==> src/rtl/mem_access_unit_if.sv <==
// rtl/mem_access_unit_if.sv - request/response bus between the MEM stage and mem_access_unit
//
// Purpose: groups the processor-side load/store request and its completion
// signals so that the requester and the sequencer share one bundle.
// Signals:
//   req        request strobe, held by the master until done
//   req_we     1=store, 0=load
//   req_size   00=byte, 01=half, 10=word, 11=word
//   req_uns    zero-extend loads when 1
//   req_addr   byte address
//   req_wdata  store data, right-aligned for sub-word sizes
//   busy       sequencer not idle
//   done       one-cycle completion pulse
//   err        trapped access flag, valid with done
//   rdata      extended load data
// Modports: master = requester (MEM stage), slave = mem_access_unit.

interface mem_access_unit_if;
    logic        req;
    logic        req_we;
    logic [1:0]  req_size;
    logic        req_uns;
    logic [31:0] req_addr;
    logic [31:0] req_wdata;
    logic        busy;
    logic        done;
    logic        err;
    logic [31:0] rdata;

    modport master (
        output req, req_we, req_size, req_uns, req_addr, req_wdata,
        input  busy, done, err, rdata
    );

    modport slave (
        input  req, req_we, req_size, req_uns, req_addr, req_wdata,
        output busy, done, err, rdata
    );
endinterface

==> src/rtl/mem_access_unit.sv <==
// rtl/mem_access_unit.sv - load/store sequencer between the MEM stage and a word-wide big-endian datamem
//
// Purpose: accepts one byte/half/word request at a time, performs loads with
// sign/zero extension and sub-word stores by read-modify-write.
// Ports:
//   clk, rst   clock and synchronous active-high reset
//   bus        mem_access_unit_if.slave request/response bundle
//   data_addr  byte address to datamem (captured request address)
//   data_wr    datamem write enable, asserted only in WRITE
//   data_in    merged word written to datamem
//   data_out   combinational datamem read of data_addr..data_addr+3
// Configuration: define MISALIGN_TRAP_EN to trap misaligned half/word
// accesses (done and err pulse after one cycle, no memory access).

module mem_access_unit #(
    parameter int WORD_WIDTH = 32
) (
    input  logic                  clk,
    input  logic                  rst,
    mem_access_unit_if.slave      bus,
    output logic [WORD_WIDTH-1:0] data_addr,
    output logic                  data_wr,
    output logic [WORD_WIDTH-1:0] data_in,
    input  logic [WORD_WIDTH-1:0] data_out
);

    typedef enum logic [2:0] {
        S_IDLE,
        S_LOAD,
        S_RMW_RD,
        S_WRITE,
        S_DONE
    } state_t;

    state_t      state_q, state_d;
    logic [31:0] addr_q, addr_d;
    logic [31:0] wdata_q, wdata_d;
    logic [31:0] rdata_q, rdata_d;
    logic [1:0]  size_q, size_d;
    logic        uns_q, uns_d;
    logic        err_q, err_d;
    logic        trap;
    logic [31:0] load_ext;

`ifdef MISALIGN_TRAP_EN
    // Half needs addr[0]=0; word and the reserved size need 4-byte alignment.
    assign trap = ((bus.req_size == 2'b01) && bus.req_addr[0]) ||
                  (bus.req_size[1] && (bus.req_addr[1:0] != 2'b00));
`else
    assign trap = 1'b0;
`endif

    // datamem is big-endian, so the addressed byte/half is the top of data_out.
    always_comb begin
        load_ext = data_out;
        case (size_q)
            2'b00:   load_ext = uns_q ? {24'h0, data_out[31:24]}
                                      : {{24{data_out[31]}}, data_out[31:24]};
            2'b01:   load_ext = uns_q ? {16'h0, data_out[31:16]}
                                      : {{16{data_out[31]}}, data_out[31:16]};
            default: load_ext = data_out;
        endcase
    end

    always_comb begin
        state_d = state_q;
        addr_d  = addr_q;
        wdata_d = wdata_q;
        rdata_d = rdata_q;
        size_d  = size_q;
        uns_d   = uns_q;
        err_d   = err_q;
        case (state_q)
            S_IDLE: begin
                if (bus.req) begin
                    addr_d  = bus.req_addr;
                    size_d  = bus.req_size;
                    uns_d   = bus.req_uns;
                    wdata_d = bus.req_wdata;
                    err_d   = trap;
                    if (trap)
                        state_d = S_DONE;
                    else if (!bus.req_we)
                        state_d = S_LOAD;
                    else if (bus.req_size[1])
                        state_d = S_WRITE;
                    else
                        state_d = S_RMW_RD;
                end
            end
            S_LOAD: begin
                rdata_d = load_ext;
                state_d = S_DONE;
            end
            S_RMW_RD: begin
                // Only byte or half reach here; the new data replaces the high
                // slice and the remaining low bytes come from memory.
                if (size_q[0])
                    wdata_d = {wdata_q[15:0], data_out[15:0]};
                else
                    wdata_d = {wdata_q[7:0], data_out[23:0]};
                state_d = S_WRITE;
            end
            S_WRITE: state_d = S_DONE;
            S_DONE:  state_d = S_IDLE;
            default: state_d = S_IDLE;
        endcase
    end

    always_ff @(posedge clk) begin
        if (rst) begin
            state_q <= S_IDLE;
            addr_q  <= 32'h0;
            wdata_q <= 32'h0;
            rdata_q <= 32'h0;
            size_q  <= 2'b00;
            uns_q   <= 1'b0;
            err_q   <= 1'b0;
        end else begin
            state_q <= state_d;
            addr_q  <= addr_d;
            wdata_q <= wdata_d;
            rdata_q <= rdata_d;
            size_q  <= size_d;
            uns_q   <= uns_d;
            err_q   <= err_d;
        end
    end

    assign bus.busy  = (state_q != S_IDLE);
    assign bus.done  = (state_q == S_DONE);
    assign bus.err   = (state_q == S_DONE) && err_q;
    assign bus.rdata = rdata_q;
    assign data_wr   = (state_q == S_WRITE);
    assign data_addr = addr_q;
    assign data_in   = wdata_q;

endmodule

==> src/flat_wrapper.sv <==
// flat-port wrapper written by rule: the top's interface ports become plain ports
module mem_access_unit_flat 
#(
    parameter int WORD_WIDTH = 32
)
  (clk, rst, data_addr, data_wr, data_in, data_out, bus_req, bus_req_we, bus_req_size, bus_req_uns, bus_req_addr, bus_req_wdata, bus_busy, bus_done, bus_err, bus_rdata);
  mem_access_unit_if bus_i ();
  input  logic clk;
  input  logic rst;
  output logic [WORD_WIDTH-1:0] data_addr;
  output logic data_wr;
  output logic [WORD_WIDTH-1:0] data_in;
  input  logic [WORD_WIDTH-1:0] data_out;
  input wire logic [$bits(bus_i.req)-1:0] bus_req;
  input wire logic [$bits(bus_i.req_we)-1:0] bus_req_we;
  input wire logic [$bits(bus_i.req_size)-1:0] bus_req_size;
  input wire logic [$bits(bus_i.req_uns)-1:0] bus_req_uns;
  input wire logic [$bits(bus_i.req_addr)-1:0] bus_req_addr;
  input wire logic [$bits(bus_i.req_wdata)-1:0] bus_req_wdata;
  output wire logic [$bits(bus_i.busy)-1:0] bus_busy;
  output wire logic [$bits(bus_i.done)-1:0] bus_done;
  output wire logic [$bits(bus_i.err)-1:0] bus_err;
  output wire logic [$bits(bus_i.rdata)-1:0] bus_rdata;
  assign bus_i.req = bus_req;
  assign bus_i.req_we = bus_req_we;
  assign bus_i.req_size = bus_req_size;
  assign bus_i.req_uns = bus_req_uns;
  assign bus_i.req_addr = bus_req_addr;
  assign bus_i.req_wdata = bus_req_wdata;
  assign bus_busy = bus_i.busy;
  assign bus_done = bus_i.done;
  assign bus_err = bus_i.err;
  assign bus_rdata = bus_i.rdata;
  mem_access_unit #(.WORD_WIDTH(WORD_WIDTH)) u_core (.clk(clk), .rst(rst), .bus(bus_i), .data_addr(data_addr), .data_wr(data_wr), .data_in(data_in), .data_out(data_out));
endmodule
==> config.mk <==
export PLATFORM = sky130hd
export DESIGN_NAME = mem_access_unit_flat
export DESIGN_NICKNAME = d
export VERILOG_FILES = /design/src/rtl/mem_access_unit_if.sv /design/src/rtl/mem_access_unit.sv /design/src/flat_wrapper.sv
export SDC_FILE = /design/constraint.sdc
export NUM_CORES = 1
export LEC_CHECK = 0
export CAP_MARGIN = 30
export CORE_ASPECT_RATIO = 1.75
export CORE_MARGIN = 2
export CORE_UTILIZATION = 55
export CTS_CLUSTER_SIZE = 16
export DETAILED_ROUTE_END_ITERATION = 7
export DONT_BUFFER_PORTS = 1
export PLACE_DENSITY = 0.7
export REMOVE_ABC_BUFFERS = 1
export SLEW_MARGIN = 15
export SYNTH_ARGS = -nofsm -noshare
export SYNTH_HDL_FRONTEND = slang
export SYNTH_SLANG_ARGS = --single-unit
==> constraint.sdc <==
create_clock -name clk -period 4.3 [get_ports clk]
set_input_delay 0 -clock clk [delete_from_list [all_inputs] [get_ports clk]]
set_output_delay 0 -clock clk [all_outputs]
set_load 0.05 [all_outputs]
---- Word level (Yosys, flattened, before mapping) ----
Cells that the tools add are included.
storage, ports and cells
  register bits after elaboration ......... 102
  input port bits ......................... 103
  logic and storage cells ................. 29
cells by class
  equal/unequal tests ..................... 6
  muxes and demuxes ....................... 10
  reductions and logical operators ........ 7
operators by type and width
  cell                                                 number
  two-way mux 32 bit                                   4
  one-hot mux 32 bit (2 select lines)                  2
  one-hot mux 3 bit (3 select lines)                   1
  equality test 3 x 2 -> 1 bit, second input constant  2
  two-way mux 3 bit                                    2
  AND reduction 2 bit                                  2
  equality test 3 x 1 -> 1 bit, second input constant  1
  equality test 3 bit, second input constant           1
  zero test 3 bit                                      1
  nonzero test 3 bit                                   1
  equality test 2 x 1 -> 1 bit, second input constant  1
  zero test 2 bit                                      1
  inequality test 2 bit, second input constant         1
  nonzero test 2 bit                                   1
  OR reduction 2 bit                                   1
  two-way mux 1 bit                                    1

---- Depth between registers and ports, before layout ----
Gate-level depths: netlist (run 1).
  word-level depth ........................ 4
  gate-level depth with buffers ........... 6
  depth with buffers taken out ............ 3

---- Worst setup path after synthesis (run 1) ----
OpenSTA, ideal clock, no wires.
  path type ............................... flip-flop to output port
  start ................................... register u_core.state_q[1]
  end ..................................... output bus_done
  arrival time ............................ 1.769 ns
  required time ........................... 4.300 ns
  slack ................................... 2.531 ns
  cell stages (with the launch flop) ...... 4
  path buffers ............................ 2
  path through ............................ dfxtp_1 > buf_4 > clkbuf_1 > nor3b_1
between the ends
  cells in the longest elaborated chain, start to end .. 1
RTL lines
  what                      line                    source
  start: declaration        mem_access_unit.sv:35   state_t state_q, state_d;
  start signal: assignment  mem_access_unit.sv:120  state_q <= state_d;
  equality test 3 bit       mem_access_unit.sv:131  assign bus.done = (state_q == S_DONE);
  end: declaration          flat_wrapper.sv:21      output wire logic [$bits(bus_i.done)-1:0] bus_done;
Every way passes these cells.

---- Final worst setup path (run 1) ----
  start ................................... register u_core.size_q[0]
  end ..................................... register u_core.rdata_q[11] (netlist: u_core.bus.rdata[11])
between the ends
  cells in the longest elaborated chain, start to end .. 2
  elaborated cells between the ends (all ways) .. 3
  classes of those cells .................. eq/ne (1); mux (1); reduce/logical (1)
RTL lines
  what                                                             line                    source
  start: declaration                                               mem_access_unit.sv:39   logic [1:0] size_q, size_d;
  start signal: assignment                                         mem_access_unit.sv:124  size_q <= size_d;
  equality test 2 x 1 -> 1 bit or zero test 2 bit (tied branches)  mem_access_unit.sv:56   case (size_q)
  one-hot mux 32 bit (2 select lines) *                            mem_access_unit.sv:56
  end signal: assignment                                           mem_access_unit.sv:123  rdata_q <= rdata_d;
  end: declaration                                                 mem_access_unit.sv:38   logic [31:0] rdata_q, rdata_d;
Every way passes the cells marked *; elsewhere a longest branch is shown, timed or not.
A chain may end at the register's enable or synchronous reset.

==> flow_summary.yaml, run 1 <==
worst_setup_path:
  cp_max_fo: 15
  reg2reg_from: "u_core.size_q[0]"
  cp_slowest_stage_delay_ps: 870
  required_ps: 4550
  arrival_ps: 2980
  critPathCaptureType: "register"
  worst-setup-path-type: "register to register"
  worstSetupStartpoint: "u_core.size_q[0]"
  startpoint_type: "register"
  timing.critical_path.buf_inv: 1
  cp_slowest_cell: "dfxtp_1"
  path_delay_family: "flip-flops"
  crit_chain: "nor2b_1 > a22oi_1 > dlygate4sd3_1 > a211oi_1"
worst_hold_path:
  hold_start: "data_out[25]"
  hold_path_class: "input pin to register"
final_layout:
  diodes: 0
  design_area_um2: 5630
  utilization: 0.745
  final_cells: 649
  syn_to_final_growth_pct: 31.8
  drive_gt1_frac: 0.0766
  nNetsFinal: 659
die:
  num_rows: 42
  ios: 203
  initial_core_util: 0.565
  dieArea_um2: 8520
  die_y_um: 121
  core_area_um2: 7570
  die_w_um: 70.6
cts:
  clock-root-buffer: "clkbuf_16"
  clkTransAtPathRegs_ps: 70
  post_cts_buffers: 0
  htreeDepth: 3
  clkSinkCount: 102
  numCtsBuffers: 9
  clkLatencyLatePin_ps: 350
  clockBufferDepth: 2
  cts_tree: "yes"
sta:
  holdWs_ps: 9.71
  rsz0062_at_grt: "false"
  relSlewSlack: 0.429
  setup_violations: 0
  finalHoldViolCount: 0
  worst_slack_ps: 1570
  max_freq_ghz: 0.367
  post-route-min-period_ps: 2730
  final_max_slew_viol_count: 0
  worst_pin_slew_ps: 853
  period_share: 0.634
  setup-tns-final_ps: 0
  skew_ps: 5.16
placed_design:
  place_ws_ps: 1880
  dpl.hpwl_um: 7690
  port_buffers: 0
  gp_congestion: 0.801
  post_dp_cell_area_um2: 4200
  dp.cells: 523
logic_synthesis:
  netlist_area_um2: 4280
  syn-instance-count: 471
  yosysSeqAreaShare: 0.478
  synth-seq-cells: 102
  ys.warnings.count: 0
  synth.distinct_cells: 36
  avgSynthCellArea_um2: 9.08
drt:
  postRouteAntennaNets: 0
  drt_iter0_markers: 372
  wl_um: 13700
  drc: 0
  avgViaCountPerCell: 6.17
  routedWlPerCell_um: 21.1
  drt_first_pass_iters: 7
  vias: 4004
job:
  drv_cap: 0
run_status:
  status: "complete, no violations"
global_routing:
  grt_start_max_net_pins: 70
  grt_pass1_vias: 4072
  grt_pass1_wl_um: 20900
  overflow: 0
  grt.total_usage: 0.312
  antenna_found_initial: 0
pwr:
  p_leak_nw: 2.09
  ir_drop_mv: 0.432
  power_density_nw_per_um2: 455
  power_mw: 2.57
[where the power goes]
group | leakage, nW | internal, mW | switching [mW]
Sequential | 0.837 | 1.02 | 0.345
Clock | 0.144 | 0.482 | 0.355
Combinational | 1.11 | 0.177 | 0.181
[routing by layer]
metal	vias to the layer above	track usage	share of wire
met2	236	0.544	0.51
met1	1882	0.319	0.35
met3	56	0.105	0.093
met5	-	0	0
li1	1830	-	-
met4	0	0.185	0.046
[cells in the final DEF (no fill, tap or decap), drive strengths merged, types with 2 or more instances in the layout]
| cell | instances |
|---|---|
| dlygate4sd3 | 107 |
| a21oi | 48 |
| a211oi | 22 |
| mux2i | 16 |
| dfxtp | 102 |
| inv | 2 |
| or4b | 2 |
| clkbuf | 11 |
| o211ai | 8 |
| clkinvlp | 3 |
| a221o | 32 |
| mux2 | 8 |
| or3 | 2 |
| nand2b | 10 |
| a22oi | 7 |
| nand2 | 95 |
| nor2 | 43 |
| nor3b | 4 |
| and3 | 16 |
| buf | 10 |
[final cells by class]
type	instances	area, um2
clock buffers	11	253
flip-flops and latches	102	2040
fillers	533	1930
clock inverters	5	57.6
multi-input cells	324	1980
well taps	88	110
inverters	2	7.51
repair buffers	117	1180
[state kept, by name (all words and copies together) (netlist names)]
register	cells
u_core.data_in	32
u_core.state_q	3
u_core.bus.rdata	32
u_core.data_addr	32
u_core.uns_q	1
u_core.size_q	2
[worst paths after layout]
path	cells after the start	slack (ps)	endpoint
setup / recovery	4	1570	u_core.bus.rdata[11]
hold / removal	3	10	u_core.bus.rdata[1]
setup reg to reg	4	1570	u_core.bus.rdata[11]
hold reg to reg	2	510	u_core.uns_q
[worst register-to-register path: stages, from the launching register on]
cell	delay, ps
dfxtp_1	870
nor2b_1	700
a22oi_1	170
dlygate4sd3_1	630
a211oi_1	260
[cells by family after synthesis]
family                 after synthesis  synth area share
and+or+nand+nor                    179             0.194
AOI/OAI and AO/OA                  120             0.206
DFF                                102             0.478
buffers and inverters               45            0.0632
muxes                               24            0.0585
other                                1          0.000877
[synthesized netlist by cell type (all sizes together)]
| master | number | area share |
|---|---|---|
| a211o | 1 | 0.0020 |
| a211oi | 22 | 0.039 |
| a21oi | 48 | 0.057 |
| a221o | 32 | 0.075 |
| a22oi | 7 | 0.012 |
| a311oi | 1 | 0.0020 |
| a31oi | 1 | 0.0050 |
| and3 | 16 | 0.023 |
| and3b | 1 | 0.0020 |
| buf | 29 | 0.049 |
| clkbuf | 14 | 0.012 |
| conb | 1 | 0.00088 |
| dfxtp | 102 | 0.48 |
| inv | 2 | 0.0018 |
| mux2 | 8 | 0.021 |
| mux2i | 16 | 0.037 |
| nand2 | 95 | 0.083 |
| nand2b | 10 | 0.015 |
| nand3 | 1 | 0.0012 |
| nor2 | 43 | 0.038 |
| nor2b | 1 | 0.0015 |
| nor3 | 1 | 0.0012 |
| nor3b | 4 | 0.011 |
| nor4b | 1 | 0.0056 |
| o211ai | 8 | 0.014 |
| or2 | 1 | 0.0015 |
| or3 | 2 | 0.0041 |
| or3b | 1 | 0.0020 |
| or4b | 2 | 0.0047 |
[what timing repair did]
| item | CTS | global route |
|---|---|---|
| hold buffers | 108 | 0 |
| endpoints found under the hold margin | 102 | 0 |
| gates resized for setup | 0 | 0 |
| setup endpoints to repair | 0 | 0 |
Power figures use the tool's default switching activity.
==> run 2: changes to the inputs <==
==> constraint.sdc (replaced) <==
create_clock -name clk -period 2.56 [get_ports clk]
set_input_delay 0 -clock clk [delete_from_list [all_inputs] [get_ports clk]]
set_output_delay 0 -clock clk [all_outputs]
set_load 0.05 [all_outputs]
==> flow_summary.yaml, run 2 <==
logic_synthesis:
  synthFlopType: "dfxtp_1"
  synth-compound-area-share: 0.206
  synthSimpleGateAreaFrac: 0.194
  syn-instance-count: 471
  netlist_area_um2: 4280
  synth_top_family_by_area: "compound AO/OA/AOI/OAI gates"
  synthTopCellsByArea: "dfxtp_1 48%, nand2_1 8.3%, a221o_1 7.5%, a21oi_1 5.5%, a211oi_1 3.9%"
  yosysSeqAreaShare: 0.478
  synth.distinct_cells: 36
  synth_common_cells: "102 x dfxtp_1, 95 x nand2_1, 47 x a21oi_1, 43 x nor2_1, 32 x a221o_1"
  avgSynthCellArea_um2: 9.08
  synth_fa_ha_area_frac: 0
  synth_xor_area_frac: 0
  ys.warnings.count: 0
  synth_mux_area_frac: 0.0585
  yosysMostFrequentCell: "dfxtp_1"
  async_reset_ff_frac: 0
  synth_top_area_share: 0.478
  synth-seq-cells: 102
  yosysTopAreaCell: "dfxtp_1"
  synth-edff-count: 0
die:
  initial_core_util: 0.565
  die_y_um: 121
  ios: 203
  die_w_um: 70.6
  num_rows: 42
cts:
  clkSinkCount: 102
  clockBufferDepth: 2
  numCtsBuffers: 9
  clock-root-buffer: "clkbuf_16"
  cts_hold_buf: 110
  post_cts_buffers: 0
  post_cts_resized: 0
  htreeDepth: 3
run_status:
  haltStage: "clock tree synthesis"
  stop_error: "[ERROR RSZ-0060] Max buffer count reached."
  status: "stopped before the end"
placed_design:
  place_ws_ps: 668
  dp.cells: 528
  dpl.hpwl_um: 7940
  port_buffers: 0
  gp_congestion: 0.853
[run 2: logic make-up after synthesis]
kind of cell,Yosys count
compound gates,120
buf+inv,45
flops,102
mux,24
other cells,1
simple gates,179
[run 2: through the flow]
step	hold slack, ps	area [um2]
after floorplan	69.1	4010
after global placement	74.1	4230
after detailed placement	76.8	4230
==> run 3: changes to the inputs <==
--- a/config.mk
+++ b/config.mk
@@ -6,13 +6,11 @@
 export NUM_CORES = 1
 export LEC_CHECK = 0
 export CAP_MARGIN = 30
-export CORE_ASPECT_RATIO = 1.75
 export CORE_MARGIN = 2
-export CORE_UTILIZATION = 55
-export CTS_CLUSTER_SIZE = 16
+export CORE_UTILIZATION = 40
 export DETAILED_ROUTE_END_ITERATION = 7
 export DONT_BUFFER_PORTS = 1
-export PLACE_DENSITY = 0.7
+export PLACE_DENSITY_LB_ADDON = 0.15
 export REMOVE_ABC_BUFFERS = 1
 export SLEW_MARGIN = 15
 export SYNTH_ARGS = -nofsm -noshare
==> flow_summary.yaml, run 3 <==
cts:
  post_cts_resized: 0
  htreeDepth: 3
  clock-root-buffer: "clkbuf_8"
  numCtsBuffers: 9
  clkSinkCount: 102
  cts_hold_buf: 119
  clockBufferDepth: 2
  post_cts_buffers: 0
logic_synthesis:
  syn-instance-count: 471
  ys.warnings.count: 0
  synth_common_cells: "102 x dfxtp_1, 95 x nand2_1, 47 x a21oi_1, 43 x nor2_1, 32 x a221o_1"
  synth.distinct_cells: 36
  netlist_area_um2: 4280
  synth_top_area_share: 0.478
  async_reset_ff_frac: 0
  avgSynthCellArea_um2: 9.08
  synthTopCellsByArea: "dfxtp_1 48%, nand2_1 8.3%, a221o_1 7.5%, a21oi_1 5.5%, a211oi_1 3.9%"
  synth-edff-count: 0
  synthFlopType: "dfxtp_1"
  synth-seq-cells: 102
  yosysTopAreaCell: "dfxtp_1"
  yosysMostFrequentCell: "dfxtp_1"
  yosysSeqAreaShare: 0.478
placed_design:
  gp_congestion: 0.779
  place_ws_ps: 479
  port_buffers: 0
  dpl.hpwl_um: 8330
die:
  die_y_um: 107
  initial_core_util: 0.412
  num_rows: 37
  ios: 203
  die_w_um: 107
run_status:
  haltStage: "clock tree synthesis"
  stop_error: "[ERROR RSZ-0060] Max buffer count reached."
  status: "stopped before the end"
## run 3: cell counts after synthesis
Identical to the previous run, type by type.
## run 3: logic make-up after synthesis
group	share of synthesized area
compound gates	0.206
buf+inv	0.0632
flops	0.478
mux	0.0585
other cells	0.000877
simple gates	0.194
## run 3: stage by stage
stage	hold slack, ps	area [um2]	std cells	utilization
detailed placement	77.0	4270	573	0.412
global placement	75.6	4270	573	0.412
floorplan	69.1	4010	428	-
